===== src/rtl/riscv_regfile_mp_if.sv =====
// Register-file access bus: read ports, write-back ports, allocation and flush.
// Signal suffixes are seen from the register file (slave) side.
interface riscv_regfile_mp_if #(
    parameter int unsigned XLEN  = 32,
    parameter int unsigned NREGS = 32,
    parameter int unsigned NRD   = 2,
    parameter int unsigned NWR   = 1
);
    localparam int unsigned AW = $clog2(NREGS);

    logic [NRD*AW-1:0]   rs_idx_i;
    logic [NRD*XLEN-1:0] rs_val_o;
    logic [NRD-1:0]      rs_rdy_o;
    logic [NWR-1:0]      rd_we_i;
    logic [NWR*AW-1:0]   rd_idx_i;
    logic [NWR*XLEN-1:0] rd_val_i;
    logic                alloc_valid_i;
    logic [AW-1:0]       alloc_idx_i;
    logic                flush_i;
    logic [NREGS-1:0]    busy_o;

    modport master (
        output rs_idx_i, rd_we_i, rd_idx_i, rd_val_i, alloc_valid_i, alloc_idx_i, flush_i,
        input  rs_val_o, rs_rdy_o, busy_o
    );

    modport slave (
        input  rs_idx_i, rd_we_i, rd_idx_i, rd_val_i, alloc_valid_i, alloc_idx_i, flush_i,
        output rs_val_o, rs_rdy_o, busy_o
    );
endinterface


===== src/rtl/riscv_regfile_mp.sv =====
// Multi-port integer register file with a per-register pending-write scoreboard
// and optional same-cycle write-to-read forwarding.
module riscv_regfile_mp #(
    parameter int unsigned XLEN     = 32,
    parameter int unsigned NREGS    = 32,
    parameter int unsigned NRD      = 2,
    parameter int unsigned NWR      = 1,
    parameter bit          BYPASS   = 1'b1,
    parameter bit          ZERO_REG = 1'b1
) (
    input logic               clk,
    input logic               rst_n,
    riscv_regfile_mp_if.slave bus
);
    localparam int unsigned AW = $clog2(NREGS);

    logic [NREGS-1:0][XLEN-1:0] regs_q, regs_d;
    logic [NREGS-1:0]           busy_q, busy_d;
    logic [NWR-1:0]             wr_en;
    logic [NRD*XLEN-1:0]        rs_val;
    logic [NRD-1:0]             rs_rdy;

    // Effective write enables: writes aimed at a hardwired x0 are dropped
    always_comb begin
        wr_en = '0;
        for (int unsigned w = 0; w < NWR; w++) begin
            wr_en[w] = bus.rd_we_i[w] &&
                       !(ZERO_REG && (bus.rd_idx_i[w*AW +: AW] == '0));
        end
    end

    // Next register contents; later ports overwrite earlier ones on a conflict
    always_comb begin
        regs_d = regs_q;
        for (int unsigned w = 0; w < NWR; w++) begin
            if (wr_en[w]) begin
                regs_d[bus.rd_idx_i[w*AW +: AW]] = bus.rd_val_i[w*XLEN +: XLEN];
            end
        end
    end

    // Scoreboard next state: clear on write, then set on alloc, then flush overrides all
    always_comb begin
        busy_d = busy_q;
        for (int unsigned w = 0; w < NWR; w++) begin
            if (bus.rd_we_i[w]) begin
                busy_d[bus.rd_idx_i[w*AW +: AW]] = 1'b0;
            end
        end
        if (bus.alloc_valid_i && !(ZERO_REG && (bus.alloc_idx_i == '0))) begin
            busy_d[bus.alloc_idx_i] = 1'b1;
        end
        if (bus.flush_i) begin
            busy_d = '0;
        end
        if (ZERO_REG) begin
            busy_d[0] = 1'b0;
        end
    end

    // Read ports: stored value, optionally replaced by an in-flight write
    always_comb begin
        rs_val = '0;
        rs_rdy = '1;
        for (int unsigned k = 0; k < NRD; k++) begin
            rs_val[k*XLEN +: XLEN] = regs_q[bus.rs_idx_i[k*AW +: AW]];
            rs_rdy[k]              = ~busy_q[bus.rs_idx_i[k*AW +: AW]];
            // Forwarding is held off in reset so reads stay at zero while rst_n is low
            if (BYPASS && rst_n) begin
                for (int unsigned w = 0; w < NWR; w++) begin
                    if (wr_en[w] && (bus.rd_idx_i[w*AW +: AW] == bus.rs_idx_i[k*AW +: AW])) begin
                        rs_val[k*XLEN +: XLEN] = bus.rd_val_i[w*XLEN +: XLEN];
                        rs_rdy[k]              = 1'b1;
                    end
                end
            end
            if (ZERO_REG && (bus.rs_idx_i[k*AW +: AW] == '0)) begin
                rs_val[k*XLEN +: XLEN] = '0;
                rs_rdy[k]              = 1'b1;
            end
        end
    end

    // Register and scoreboard state, cleared asynchronously
    always_ff @(posedge clk or negedge rst_n) begin
        if (!rst_n) begin
            regs_q <= '0;
            busy_q <= '0;
        end else begin
            regs_q <= regs_d;
            busy_q <= busy_d;
        end
    end

    assign bus.rs_val_o = rs_val;
    assign bus.rs_rdy_o = rs_rdy;
    assign bus.busy_o   = busy_q;
endmodule

===== src/flat_wrapper.sv =====
// flat-port wrapper written by rule: the top's interface ports become plain ports
module riscv_regfile_mp_flat 
#(
    parameter int unsigned XLEN     = 32,
    parameter int unsigned NREGS    = 32,
    parameter int unsigned NRD      = 2,
    parameter int unsigned NWR      = 1,
    parameter bit          BYPASS   = 1'b1,
    parameter bit          ZERO_REG = 1'b1
)
  (clk, rst_n, bus_rs_idx_i, bus_rd_we_i, bus_rd_idx_i, bus_rd_val_i, bus_alloc_valid_i, bus_alloc_idx_i, bus_flush_i, bus_rs_val_o, bus_rs_rdy_o, bus_busy_o);
  riscv_regfile_mp_if #(.XLEN(XLEN), .NREGS(NREGS), .NRD(NRD), .NWR(NWR)) bus_i ();
  input logic clk;
  input logic rst_n;
  input wire logic [$bits(bus_i.rs_idx_i)-1:0] bus_rs_idx_i;
  input wire logic [$bits(bus_i.rd_we_i)-1:0] bus_rd_we_i;
  input wire logic [$bits(bus_i.rd_idx_i)-1:0] bus_rd_idx_i;
  input wire logic [$bits(bus_i.rd_val_i)-1:0] bus_rd_val_i;
  input wire logic [$bits(bus_i.alloc_valid_i)-1:0] bus_alloc_valid_i;
  input wire logic [$bits(bus_i.alloc_idx_i)-1:0] bus_alloc_idx_i;
  input wire logic [$bits(bus_i.flush_i)-1:0] bus_flush_i;
  output wire logic [$bits(bus_i.rs_val_o)-1:0] bus_rs_val_o;
  output wire logic [$bits(bus_i.rs_rdy_o)-1:0] bus_rs_rdy_o;
  output wire logic [$bits(bus_i.busy_o)-1:0] bus_busy_o;
  assign bus_i.rs_idx_i = bus_rs_idx_i;
  assign bus_i.rd_we_i = bus_rd_we_i;
  assign bus_i.rd_idx_i = bus_rd_idx_i;
  assign bus_i.rd_val_i = bus_rd_val_i;
  assign bus_i.alloc_valid_i = bus_alloc_valid_i;
  assign bus_i.alloc_idx_i = bus_alloc_idx_i;
  assign bus_i.flush_i = bus_flush_i;
  assign bus_rs_val_o = bus_i.rs_val_o;
  assign bus_rs_rdy_o = bus_i.rs_rdy_o;
  assign bus_busy_o = bus_i.busy_o;
  riscv_regfile_mp #(.XLEN(XLEN), .NREGS(NREGS), .NRD(NRD), .NWR(NWR), .BYPASS(BYPASS), .ZERO_REG(ZERO_REG)) u_core (.clk(clk), .rst_n(rst_n), .bus(bus_i));
endmodule

===== config.mk =====
export PLATFORM = sky130hd
export DESIGN_NAME = riscv_regfile_mp_flat
export DESIGN_NICKNAME = d
export VERILOG_FILES = /design/src/rtl/riscv_regfile_mp_if.sv /design/src/rtl/riscv_regfile_mp.sv /design/src/flat_wrapper.sv
export SDC_FILE = /design/constraint.sdc
export NUM_CORES = 2
export LEC_CHECK = 0
export CORE_MARGIN = 8
export CORE_UTILIZATION = 35
export CTS_CLUSTER_DIAMETER = 40
export CTS_CLUSTER_SIZE = 14
export DETAILED_ROUTE_END_ITERATION = 10
export PLACE_DENSITY = 0.49
export SKIP_LAST_GASP = 1
export SYNTH_ARGS = -nofsm -noshare
export SYNTH_HDL_FRONTEND = slang
export SYNTH_SLANG_ARGS = --single-unit

===== constraint.sdc =====
create_clock -name clk -period 3.5 [get_ports clk]
set_input_delay 0.875 -clock clk [delete_from_list [all_inputs] [get_ports clk]]
set_output_delay 0.875 -clock clk [all_outputs]
set_load 0.05 [all_outputs]

== Word level (Yosys, flattened, before mapping) ==
Cells that the tools add are included.

* $lt $le $gt $ge: 6
* Equality and inequality tests: 2
* Muxes and demuxes: 30
* Bitwise operators: 5
* Reductions and logical operators: 12

{| class="wikitable"
|+ Operator list
! cell !! count
|-
| bitwise mux 1024 bit || 1
|-
| two-way mux 32 bit || 12
|-
| binary-select mux 32 bit (select 5 bit) || 2
|-
| demux 32 bit (select 5 bit) || 1
|-
| bitwise AND 32 bit || 1
|-
| NOT 32 bit || 1
|-
| bitwise OR 32 bit || 1
|-
| < comparator 5 x 6 -> 1 bit, second input constant || 4
|-
| logical NOT 5 bit || 4
|-
| binary-select mux 1 bit (select 5 bit) || 2
|-
| demux 1 bit (select 5 bit) || 2
|-
| == test 5 bit || 2
|-
| >= comparator 5 x 1 -> 1 bit, second input constant || 2
|-
| two-way mux 1 bit || 10
|-
| logical AND 1 bit || 6
|-
| logical NOT 1 bit || 2
|-
| NOT 1 bit || 2
|}

* Register bits after elaboration: 1055
* Input port bits: 57
* Word-level logic and storage cells: 88

== Longest topological paths before layout ==
* Word-level depth: 10
* Gate-level depth with buffers: 9
* Gate-level depth less buffers: 5

== Worst setup path before layout ==
Ideal clock, no wire load.

* Path kind: input-to-output
* Start point: input port bus_rs_idx_i[1]
* End point: output port bus_rs_val_o[12]
* Arrival: 2.727 ns
* Path slack: -0.102 ns
* Stages: 7
* Path buffers: 3
* Cell sequence: buf_2 buf_2 buf_1 mux4_2 a22oi_1 nand2_1 a221o_1

* Cells in the longest elaborated chain, start to end: 5

{| class="wikitable"
|+ RTL lines
! what !! RTL line !! source
|-
| start, declared || flat_wrapper.sv:15 || <nowiki>input wire logic [$bits(bus_i.rs_idx_i)-1:0] bus_rs_idx_i;</nowiki>
|-
| binary-select mux 32 bit (select 5 bit) / == test 5 bit (equally long branches) || riscv_regfile_mp.sv:66, riscv_regfile_mp.sv:71 ||
|-
| two-way mux 32 bit (not written as such) / logical AND 1 bit (equally long branches) || riscv_regfile_mp.sv:66, riscv_regfile_mp.sv:71 ||
|-
| two-way mux 32 bit || riscv_regfile_mp.sv:71 || <nowiki>if (wr_en[w] && (bus.rd_idx_i[w*AW +: AW] == bus.rs_idx_i[k*AW +: AW])) begin</nowiki>
|-
| two-way mux 32 bit || riscv_regfile_mp.sv:69 || <nowiki>if (BYPASS && rst_n) begin</nowiki>
|-
| two-way mux 32 bit (*) || riscv_regfile_mp.sv:77 || <nowiki>if (ZERO_REG && (bus.rs_idx_i[k*AW +: AW] == '0)) begin</nowiki>
|-
| end, declared || flat_wrapper.sv:22 || <nowiki>output wire logic [$bits(bus_i.rs_val_o)-1:0] bus_rs_val_o;</nowiki>
|}

Every way passes the cells marked *; elsewhere a longest branch is shown, timed or not. The select of a mux whose other input is x is not followed.

== Final worst setup path ==
* Start point: input port bus_rs_idx_i[6]
* End point: output port bus_rs_val_o[37]

The elaborated chain is that of the path after synthesis.

==> flow_summary.ini <==
[outcome]
status = finished, violations left
violations = setup timing

[setup_path]
cp-end-kind = output pin
crit_start = bus_rs_idx_i[6]
r2r_cells = 2
arrival_ps = 2940
crit_path_start_kind = input pin
crit_fanout = 7
path_class = input pin to output pin
regToRegSetupSlack_ps = 2640
rr_startpoint = u_core.bus.busy_o[10]$_DFF_PN0_
required_ps = 2620

[floorplan]
row_count = 148
die_h_um = 419.6
start_util_pct = 35.15
die_w_um = 419.6
core-area_um2 = 162200
io_pins = 155
die_area_um2 = 176100

[power]
power.total_mw = 44.94
peakVddDrop_mv = 0.4831
leakagePower_nw = 33.26
p_int_mw = 31.90
powerDensity_nw_per_um2 = 586.2
clockPowerShare_pct = 42.1
p_sw_mw = 13.04
combPwrFrac_pct = 22.0
sw_frac_of_total_pct = 29.01
power_frac_seq_pct = 35.9

[route]
antenna_left = 0
drtIter0Drc = 3681
wire_per_inst_um = 33.13
drt_pass1_iterations = 7
via_per_inst = 5.920
wl_um = 231300
drc = 0
vias = 41330

[place]
io_buffers = 153
place.gp.congestion = 0.8670
dpl.hpwl_um = 145300
post-place-ws_ps = -1064

[clocking]
clkLatencyLatePin_ps = 790
clock_path_buffers = 3
cts-root-buf = clkbuf_16
h-tree-depth = 4
path_clk_slew_ps = 50
numClockSinks = 1055
cts_buffers = 185
cts_tree = built

[logic_synthesis]
yosys.area.top_type_share_pct = 46.30
synth_cell_types = 56
async_reset_ff_share_pct = 100.0
syn_area_um2 = 57020
yosysTopAreaCell = dfrtp_1
ys_ff_latch = 1055
synth_warnings = 0
syn_inst = 4032
avgSynthCellArea_um2 = 14.14
synthFlopType = dfrtp_1
synthesis.nets = 4089
synth.area.top_cells = dfrtp_1 (46%), mux2_2 (17%), mux4_2 (16%)
synthTopCellsByCount = dfrtp_1 (1055), mux2_2 (866), mux4_2 (396)
synth_most_common_cell = dfrtp_1
synth-edff-count = 0
ys_seq_area_share_pct = 46.30

[grt]
antenna_found_initial = 8
grt_pass1_wl_um = 324100
grt_usage_pct = 25.34
grt-ovfl-total = 0
grt_pass1_vias = 42160
grt_start_max_net_pins = 161

[final_layout]
area_growth_pct = 34.46
layout-drive-gt1-share_pct = 56.64
nets = 4698

[sta]
setup_viol = 66
rsz0062_at_grt = yes
clock.fmax_mhz = 262.2
clock_skew_ps = 0
worst_pin_slew_ps = 1005
worst_hold_slack_ps = 140.0
worst_slack_ps = -313.8
maxSlewViolCount = 0
fin_crit_sh_pct = 109.0
min_period_ps = 3814
hold_viol = 0
slew-limit-headroom_pct = 32.99

[run]
drv_cap = 0

[hold_path]
hp-class = input pin to asynchronous set/reset pin
==> final timing paths <==
kind | to
worst max-delay path | bus_rs_val_o[37]
worst min-delay path | u_core.regs_q[575]$_DFFE_PN0P_
worst max register to register | u_core.bus.busy_o[10]$_DFF_PN0_
worst min register to register | u_core.regs_q[11]$_DFFE_PN0P_
max in group asynchronous | u_core.regs_q[545]$_DFFE_PN0P_
min in group clk | u_core.regs_q[11]$_DFFE_PN0P_
==> timing repair <==
item | CTS | global route
pin swaps | 50 | 86
endpoints found under the setup margin | 66 | 66
hold buffers | 0 | 0
gates cloned | 27 | 21
buffers inserted | 67 | 61
resized for setup | 238 | 207
==> layer usage <==
metal	global-route usage, %	share of wire, %
met5	0	0.012
met3	4.716	5.8
met4	12.46	6.0
met2	41.51	48
met1	32.32	40
==> cell type report <==
type | instances | area (um2)
timing repair buffer | 890 | 11050
tap | 2175 | 2721
clock inverter | 123 | 1498
multi-input combinational | 2507 | 29920
antenna | 3 | 7.507
fill | 14240 | 85550
sequential | 1055 | 26400
clock buffer | 227 | 5071
inverter | 2 | 7.507
==> registers in the layout, indices dropped and copies added, names as in the netlist <==
name,count
u_core.regs_q,1024
u_core.bus.busy_o,31
==> cells in the final DEF, fill, tap and decap left out, types with 9 or more instances in the layout <==
master,n
clkdlybuf4s50_1,70
a211oi_1,27
a21oi_1,47
nor3b_1,9
nand2_2,33
buf_12,202
o21ai_0,23
a22oi_2,52
a31oi_1,33
a221o_2,62
clkbuf_16,208
clkbuf_1,17
a22oi_1,158
mux2_2,866
bufinv_16,21
buf_6,57
dfrtp_1,1055
buf_4,458
a221oi_2,18
inv_6,20
clkbuf_8,22
nand2b_4,10
mux2_1,130
nor3_2,11
clkinv_4,20
a221oi_1,45
buf_16,28
buf_8,39
mux4_2,396
nor2_4,22
nor3_1,29
nor2_1,38
nand2_1,51
bufbuf_16,10
mux2i_1,256
nand2b_1,45
a211oi_2,21
clkinv_2,22
clkinvlp_4,29
a31oi_2,13
==> cells by family (layout without fill, tap and decap cells) <==
group,Yosys count,count (layout),synth area share (%)
compound gates,536,536,7.057
xor+xnor,10,10,0.1536
buf+inv,470,1242,3.919
flops,1055,1055,46.30
mux,1653,1653,39.89
other cells,1,4,0.006577
simple gates,307,307,2.673
==> critical path: stages <==
cell	delay (ps)
bufbuf_16	260
and2b_4	200
buf_4	170
buf_12	150
a221oi_1	420
o21ai_0	170
a21oi_1	180
buf_4	170
a221o_2	170
buf_8	150
==> power groups by stage <==
stage          logic (mW)  clock network, mW  registers, mW
3_3_place_gp         8.86                  0           16.1
6_report             9.89               18.9           16.1
4_1_cts              9.50               19.3           16.0
5_1_grt              10.4               19.8           16.4
2_1_floorplan        5.89                  0           15.7
3_5_place_dp         8.94                  0           16.2
==> metrics by stage <==
step,TNS (ps),std cells,util [%],instance area [um2]
2_1_floorplan,-416.6,4032,-,57130
3_3_place_gp,-38570,6461,40.58,65820
3_5_place_dp,-37010,6461,40.58,65820
4_1_cts,-19420,6905,46.14,74850
5_1_grt,-18590,6982,47.26,76670
6_report,-17470,6982,47.26,76670
Power figures use the tool's default switching activity.
